--- src/rtl/washer_pkg.sv ---
// Shared types for the wash-cycle sequencer: states, fault codes and the
// per-state actuator vectors (valve, heater, motor, pump, door lock).
package washer_pkg;

   typedef enum logic [3:0] {
      S_IDLE        = 4'd0,
      S_FILL        = 4'd1,
      S_HEAT        = 4'd2,
      S_WASH        = 4'd3,
      S_DRAIN       = 4'd4,
      S_RINSE_FILL  = 4'd5,
      S_RINSE       = 4'd6,
      S_ABORT_DRAIN = 4'd7,
      S_FAULT       = 4'd8
   } state_t;

   typedef enum logic [2:0] {
      ERR_NONE       = 3'd0,
      ERR_FILL_TO    = 3'd1,
      ERR_HEAT_TO    = 3'd2,
      ERR_DRAIN_TO   = 3'd3,
      ERR_WATER_LOST = 3'd4
   } err_t;

   typedef struct packed {
      logic valve;
      logic heater;
      logic motor;
      logic pump;
      logic lock;
   } act_t;

   localparam act_t ACT_IDLE  = 5'b00000;
   localparam act_t ACT_FILL  = 5'b10001;
   localparam act_t ACT_HEAT  = 5'b01001;
   localparam act_t ACT_SPIN  = 5'b00101;
   localparam act_t ACT_DRAIN = 5'b00011;
   localparam act_t ACT_FAULT = 5'b00001;

   // Moore decode: actuators depend only on the current state.
   function automatic act_t act_decode(input state_t s);
      act_t a;
      case (s)
         S_FILL, S_RINSE_FILL:   a = ACT_FILL;
         S_HEAT:                 a = ACT_HEAT;
         S_WASH, S_RINSE:        a = ACT_SPIN;
         S_DRAIN, S_ABORT_DRAIN: a = ACT_DRAIN;
         S_FAULT:                a = ACT_FAULT;
         default:                a = ACT_IDLE;
      endcase
      return a;
   endfunction

endpackage

--- src/rtl/wash_cycle_sequencer_tick_timer.sv ---
// Tick prescaler plus saturating phase counter; the counter clears whenever
// the sequencer changes state.
module wash_tick_timer #(
   parameter int unsigned TICK_DIV = 1000,
   parameter int unsigned TICK_W   = 16
) (
   input  logic              clk,
   input  logic              rst,
   input  logic              clr_i,
   output logic              tick_c,
   output logic [TICK_W-1:0] count_o
);

   localparam int unsigned       PRE_W   = (TICK_DIV > 1) ? $clog2(TICK_DIV) : 1;
   localparam logic [PRE_W-1:0]  PRE_MAX = PRE_W'(TICK_DIV - 1);
   localparam logic [TICK_W-1:0] CNT_MAX = '1;

   logic [PRE_W-1:0]  pre_q, pre_d;
   logic [TICK_W-1:0] cnt_q, cnt_d;

   assign tick_c  = (pre_q == PRE_MAX);
   assign count_o = cnt_q;

   always_comb begin
      pre_d = tick_c ? '0 : pre_q + PRE_W'(1);
      cnt_d = cnt_q;
      if (clr_i) begin
         cnt_d = '0;
      end else if (tick_c && (cnt_q != CNT_MAX)) begin
         cnt_d = cnt_q + TICK_W'(1);
      end
   end

   always_ff @(posedge clk or posedge rst) begin
      if (rst) begin
         pre_q <= '0;
         cnt_q <= '0;
      end else begin
         pre_q <= pre_d;
         cnt_q <= cnt_d;
      end
   end

endmodule

--- src/rtl/wash_cycle_sequencer.sv ---
// Washing-machine program controller: fill, heat, wash, drain, N rinses,
// with per-phase timeouts, user abort and a latched fault code.
module wash_cycle_sequencer
   import washer_pkg::*;
#(
   parameter int unsigned TICK_DIV    = 1000,
   parameter int unsigned TICK_W      = 16,
   parameter int unsigned FILL_TO     = 200,
   parameter int unsigned HEAT_TO     = 400,
   parameter int unsigned DRAIN_TO    = 100,
   parameter int unsigned WASH_TICKS  = 600,
   parameter int unsigned RINSE_TICKS = 150
) (
   input  logic       clk,
   input  logic       rst,
   input  logic       start,
   input  logic       abort,
   input  logic       clr_err,
   input  logic [1:0] rinses,
   input  logic       full,
   input  logic       hot,
   input  logic       empty,
   output logic       heater,
   output logic       valve,
   output logic       motor,
   output logic       pump,
   output logic       door_lock,
   output logic       busy,
   output logic       done,
   output logic [2:0] err_code
);

   localparam logic [TICK_W-1:0] FILL_LIM  = TICK_W'(FILL_TO);
   localparam logic [TICK_W-1:0] HEAT_LIM  = TICK_W'(HEAT_TO);
   localparam logic [TICK_W-1:0] DRAIN_LIM = TICK_W'(DRAIN_TO);
   localparam logic [TICK_W-1:0] WASH_LIM  = TICK_W'(WASH_TICKS);
   localparam logic [TICK_W-1:0] RINSE_LIM = TICK_W'(RINSE_TICKS);

   state_t            state_q, state_d;
   err_t              err_q, err_d;
   logic [1:0]        rcnt_q, rcnt_d;
   logic              done_q, done_d;
   logic              fault_hit;
   err_t              fault_code;
   logic              timer_clr;
   logic              tick_unused;
   logic [TICK_W-1:0] timer;
   act_t              act;

   assign timer_clr = (state_d != state_q);

   wash_tick_timer #(
      .TICK_DIV (TICK_DIV),
      .TICK_W   (TICK_W)
   ) u_timer (
      .clk     (clk),
      .rst     (rst),
      .clr_i   (timer_clr),
      .tick_c  (tick_unused),
      .count_o (timer)
   );

   // Next state: the sensor condition is tested before its timeout, and a
   // fault raised this cycle outranks a concurrent abort.
   always_comb begin
      state_d    = state_q;
      err_d      = err_q;
      rcnt_d     = rcnt_q;
      fault_hit  = 1'b0;
      fault_code = ERR_NONE;
      case (state_q)
         S_IDLE: begin
            if (start && !abort && (err_q == ERR_NONE)) begin
               state_d = S_FILL;
               rcnt_d  = rinses;
            end
         end
         S_FILL, S_RINSE_FILL: begin
            if (full) begin
               state_d = (state_q == S_FILL) ? S_HEAT : S_RINSE;
            end else if (timer == FILL_LIM) begin
               fault_hit  = 1'b1;
               fault_code = ERR_FILL_TO;
            end
         end
         S_HEAT: begin
            if (hot) begin
               state_d = S_WASH;
            end else if (!full) begin
               fault_hit  = 1'b1;
               fault_code = ERR_WATER_LOST;
            end else if (timer == HEAT_LIM) begin
               fault_hit  = 1'b1;
               fault_code = ERR_HEAT_TO;
            end
         end
         S_WASH, S_RINSE: begin
            if (timer == ((state_q == S_WASH) ? WASH_LIM : RINSE_LIM)) begin
               state_d = S_DRAIN;
            end else if (!full) begin
               fault_hit  = 1'b1;
               fault_code = ERR_WATER_LOST;
            end
         end
         S_DRAIN, S_ABORT_DRAIN: begin
            if (empty) begin
               if ((state_q == S_DRAIN) && (rcnt_q != 2'd0)) begin
                  state_d = S_RINSE_FILL;
                  rcnt_d  = rcnt_q - 2'd1;
               end else begin
                  state_d = S_IDLE;
               end
            end else if (timer == DRAIN_LIM) begin
               fault_hit  = 1'b1;
               fault_code = ERR_DRAIN_TO;
            end
         end
         S_FAULT: begin
            if (clr_err && empty) begin
               state_d = S_IDLE;
               err_d   = ERR_NONE;
            end
         end
         default: state_d = S_IDLE;
      endcase

      if (fault_hit) begin
         state_d = S_FAULT;
         err_d   = fault_code;
      end else if (abort && (state_q inside {S_FILL, S_HEAT, S_WASH, S_DRAIN,
                                             S_RINSE_FILL, S_RINSE})) begin
         state_d = S_ABORT_DRAIN;
         rcnt_d  = rcnt_q;
      end

      done_d = (state_q == S_DRAIN) && (state_d == S_IDLE);
   end

   always_ff @(posedge clk or posedge rst) begin
      if (rst) begin
         state_q <= S_IDLE;
         err_q   <= ERR_NONE;
         rcnt_q  <= 2'd0;
         done_q  <= 1'b0;
      end else begin
         state_q <= state_d;
         err_q   <= err_d;
         rcnt_q  <= rcnt_d;
         done_q  <= done_d;
      end
   end

   assign act       = act_decode(state_q);
   assign valve     = act.valve;
   assign heater    = act.heater;
   assign motor     = act.motor;
   assign pump      = act.pump;
   assign door_lock = act.lock;
   assign busy      = (state_q != S_IDLE);
   assign done      = done_q;
   assign err_code  = err_q;

endmodule

--- config.mk ---
export PLATFORM = sky130hd
export DESIGN_NAME = wash_cycle_sequencer
export DESIGN_NICKNAME = d
export VERILOG_FILES = /design/src/rtl/washer_pkg.sv /design/src/rtl/wash_cycle_sequencer_tick_timer.sv /design/src/rtl/wash_cycle_sequencer.sv
export SDC_FILE = /design/constraint.sdc
export NUM_CORES = 1
export LEC_CHECK = 0
export BUFFER_PORTS_ARGS = -buffer_cell sky130_fd_sc_hd__buf_4
export CAP_MARGIN = 20
export CORE_ASPECT_RATIO = 2
export CORE_UTILIZATION = 60
export CTS_BUF_LIST = sky130_fd_sc_hd__clkbuf_4
export DETAILED_ROUTE_END_ITERATION = 8
export HOLD_SLACK_MARGIN = 0.05
export PLACE_DENSITY = 0.78
export SYNTH_ARGS = -nofsm -noshare
export SYNTH_HDL_FRONTEND = slang
export SYNTH_SLANG_ARGS = --single-unit
--- constraint.sdc ---
create_clock -name clk -period 5.1 [get_ports clk]
set_clock_uncertainty 0.1 [all_clocks]
set_input_delay 0.255 -clock clk [delete_from_list [all_inputs] [get_ports clk]]
set_output_delay 0.255 -clock clk [all_outputs]
set_load 0.02 [all_outputs]
==> results by group <==
GRT
  – Pin count of the biggest net entering global routing: 37
  – First-pass GRT wire length: roughly 10 mm
  – Vias in the first global route: roughly 2,200
  – Initial antenna violation count: 0
  – GRT Total Usage: 29.1%
  – GRT overflow: 0

Worst hold path
  – Min-delay worst type: primary input to flop
  – Hold wc startpoint: rinses[1]
  – Worst hold path depth: 3

Yosys
  – Synth Net Count: 297
  – Netlist Area Pre-Place: between 2000 and 3000 um^2
  – Ys async rst share: 100%
  – Gate Count Post-Synth: 279
  – Yosys reg bits: 36
  – Ys Warns: 0
  – Netlist cell types: 65
  – Top_reg_cell synth: dfrtp_1
  – Number of synthesized flops with an enable pin: 0
  – Sequential share of the synthesized area: 34.1%
  – Syn_area_per_cell: 9.47 um^2

Die
  – Die width: 48.9 um
  – Die Y: 95.8 um
  – I/O pin cnt: 20
  – Core Area: 4170 um^2
  – Initial core utilization: between 60% and 70%
  – FP Rows: 33
  – Die area: 4690 um^2

Power and ir drop
  – Leakage: about 1.1 nW
  – Power share of the clock group: 15.2%
  – Internal: 0.682 mW
  – Final Power: 1.35 mW
  – Logic pwr share: 58.2%
  – Switch share: 49.6%
  – Maximum vdd ir drop: about 340 uV
  – NetSw: 0.671 mW
  – Cell Pwr Density: 472 nW/um^2
  – Seq pwr share: 26.6%

Placement
  – Final Wtd Congestion: 0.934
  – Pre-CTS setup slack: between 2 and 2.5 ns
  – Hpwl dp: 4.68 mm
  – # port buffers: 19

Timing
  – Final setup margin: ~2 ns
  – Final setup fails: 0
  – RSZ-0062 raised after global routing: false
  – Minimum clock period: 3.10 ns
  – Setup_tns: 0 ns
  – Pins Over Slew Limit: 0
  – Max-slew headroom: 46.6%
  – Final Cycle Share: 60.8%
  – Final hold violation count: 0
  – Max Fclk: 0.323 GHz
  – Slew @ Worst Pin: a little under 0.8 ns

Setup path
  – Worst-path fanout max: 16
  – Worst setup path start: state_q[1]
  – Crit start category: flop
  – Critical Path End Type: flop
  – Largest stage delay, worst path: 0.48 ns
  – Worst path required time: approximately 5.3 ns
  – Worst r2r dst: u_timer.count_o[0]
  – Delay-heaviest family, CP: compound AO/OA/AOI/OAI gates
  – Crit path cell chain: ha_1 > or3b_1 > nand4bb_4 > a21oi_2 > o311a_1 > o2111ai_4 > nor4_2
  – Reg2Reg Depth: 7
  – Crit path DAT: 3.25 ns
  – Buffer and inverter count on the worst path: 0
  – Worst path depth: 7
  – Slowest cell on the critical path: dfrtp_1
  – Crit Path Class: flop to flop
  – Worst Setup EP: u_timer.count_o[0]
  – FF-to-FF Start: state_q[1]
  – Reg2Reg Setup Slack: 2.00 ns

Final layout
  – Most frequent cells in the layout: dfrtp_1, nor2_1, nand2_1, buf_4, xnor2_1
  – FILL cells: approximately 340
  – Reg area: 901 um^2
  – Area growth, synth to finish: 8.53%
  – Diode count: 0
  – Most common cell after layout, fill and taps aside: dfrtp_1
  – Fin nets: 316
  – Share of cells above drive strength 1: 21.1%
  – Area occupied by multi-input gates: 1590 um^2

Detailed routing
  – Drt total wl: 6.26 mm
  – Post-route DRC violation count: 0
  – Routed len/inst: 17.8 um
  – Vias per cell: 6.41
  – DR pass1 iterations: 6
  – Antenna-violating nets left: 0
  – Initial DRC count: 96
  – DR vias: roughly 2,300

Clock tree
  – Clock root cell: clkbuf_4
  – CTS Buffer Depth: 2
  – H-tree depth: 2
  – CTS Buf Count: 5
  – CTS tree: yes
  – Worst-Skew Late Latency: between 0.3 and 0.4 ns
  – Post-CTS Resized: 0
  – Hold_buf cts: 1
  – Clock-pin slew of the registers on the worst-case setup and hold paths: 0.12 ns
  – Post-CTS setup buffer count: 0
  – Clock sink count: 36

Run
  – Max Cap Viol: 0

Run status
  – Outcome: complete, no violations
-- power by group through the flow --
stage	registers (mW)	clock network (mW)	logic (mW)
2_1_floorplan	0.347	0	0.638
3_3_place_gp	0.362	0	0.780
3_5_place_dp	0.364	0	0.786
4_1_cts	0.358	0.213	0.789
5_1_grt	0.365	0.221	0.850
6_report	0.359	0.206	0.787
-- worst min-delay path: cells and delay by family --
kind | cells | cell delay, ns
compound gates | 1 | 0.04
buf+inv | 1 | 0.07
mux | 1 | 0.15
-- how the worst min path moves through the flow --
stage                             to  slack, ns
global route               rcnt_q[1]       0.12
finish                     rcnt_q[1]       0.12
detailed placement  u_timer.pre_q[7]       0.29
floorplan                       done       0.32
CTS                        rcnt_q[1]       0.11
global placement    u_timer.pre_q[7]       0.29
-- state kept, by name (all words and copies together) (netlist names) --
signal           count
u_timer.count_o     16
state_q              4
rcnt_q               2
u_timer.pre_q       10
done                 1
err_code             3
-- synth_stat cells (3+ instances only) --
library cell	number	area, um^2
dfrtp_1	36	901
nor2_1	26	97.6
nand2_1	23	86.3
xnor2_1	16	140
inv_1	14	52.6
nand3_1	14	70.1
a21oi_1	9	45.0
nor4_1	9	56.3
nor4_2	9	113
ha_1	8	100
o21ai_0	8	40.0
buf_6	6	67.6
xor2_1	6	52.6
and4_1	5	43.8
a21o_2	4	35.0
a31oi_1	4	25.0
and3_1	4	25.0
nand2b_1	4	25.0
nand4_1	4	25.0
nor3b_1	4	30.0
nand3b_1	3	22.5
nor3_1	3	15.0
nor4bb_1	3	30.0
o211ai_1	3	22.5
o31ai_1	3	22.5
-- layout make-up --
| cell class | count | share of cell area (%) |
|---|---|---|
| sequential | 36 | 31.4 |
| timing repair buffer | 23 | 6.11 |
| clock buffer | 5 | 1.31 |
| multi-input combinational | 218 | 55.6 |
| tap | 52 | 2.27 |
| inverter | 14 | 1.83 |
| clock inverter | 3 | 1.48 |
-- cells by family (layout without fill, tap and decap cells) --
group           count (synthesis)  in the layout  synth area share, %
fa+ha+maj                       8              8                 3.79
compound gates                 53             53                 16.0
flops                          36             36                 34.1
buf+inv                        25             45                 5.59
xor+xnor                       22             22                 7.29
simple gates                  132            132                 32.1
mux                             3              3                 1.18
-- stage by stage --
stage / cells / hold WS, ns / instance area (um^2) / utilization [%]
2_1_floorplan: 279 / 0.322 / 2640 / -
3_3_place_gp: 342 / 0.289 / 2780 / 66.6
3_5_place_dp: 342 / 0.294 / 2780 / 66.6
4_1_cts: 351 / 0.112 / 2870 / 68.7
5_1_grt: 351 / 0.115 / 2870 / 68.7
6_report: 351 / 0.116 / 2870 / 68.7
-- per-layer routing --
layer  track usage [%]  share of wire, %  vias up  wire length [um]
li1                  -                 -     1072                 -
met1              29.4                37     1079              2310
met2              55.7                55       76              3450
met3              3.32               3.4       24               213
met4              17.9               4.6        0               291
met5                 0                 0        -                 0
Note: power is estimated with default switching activity, not from simulation.
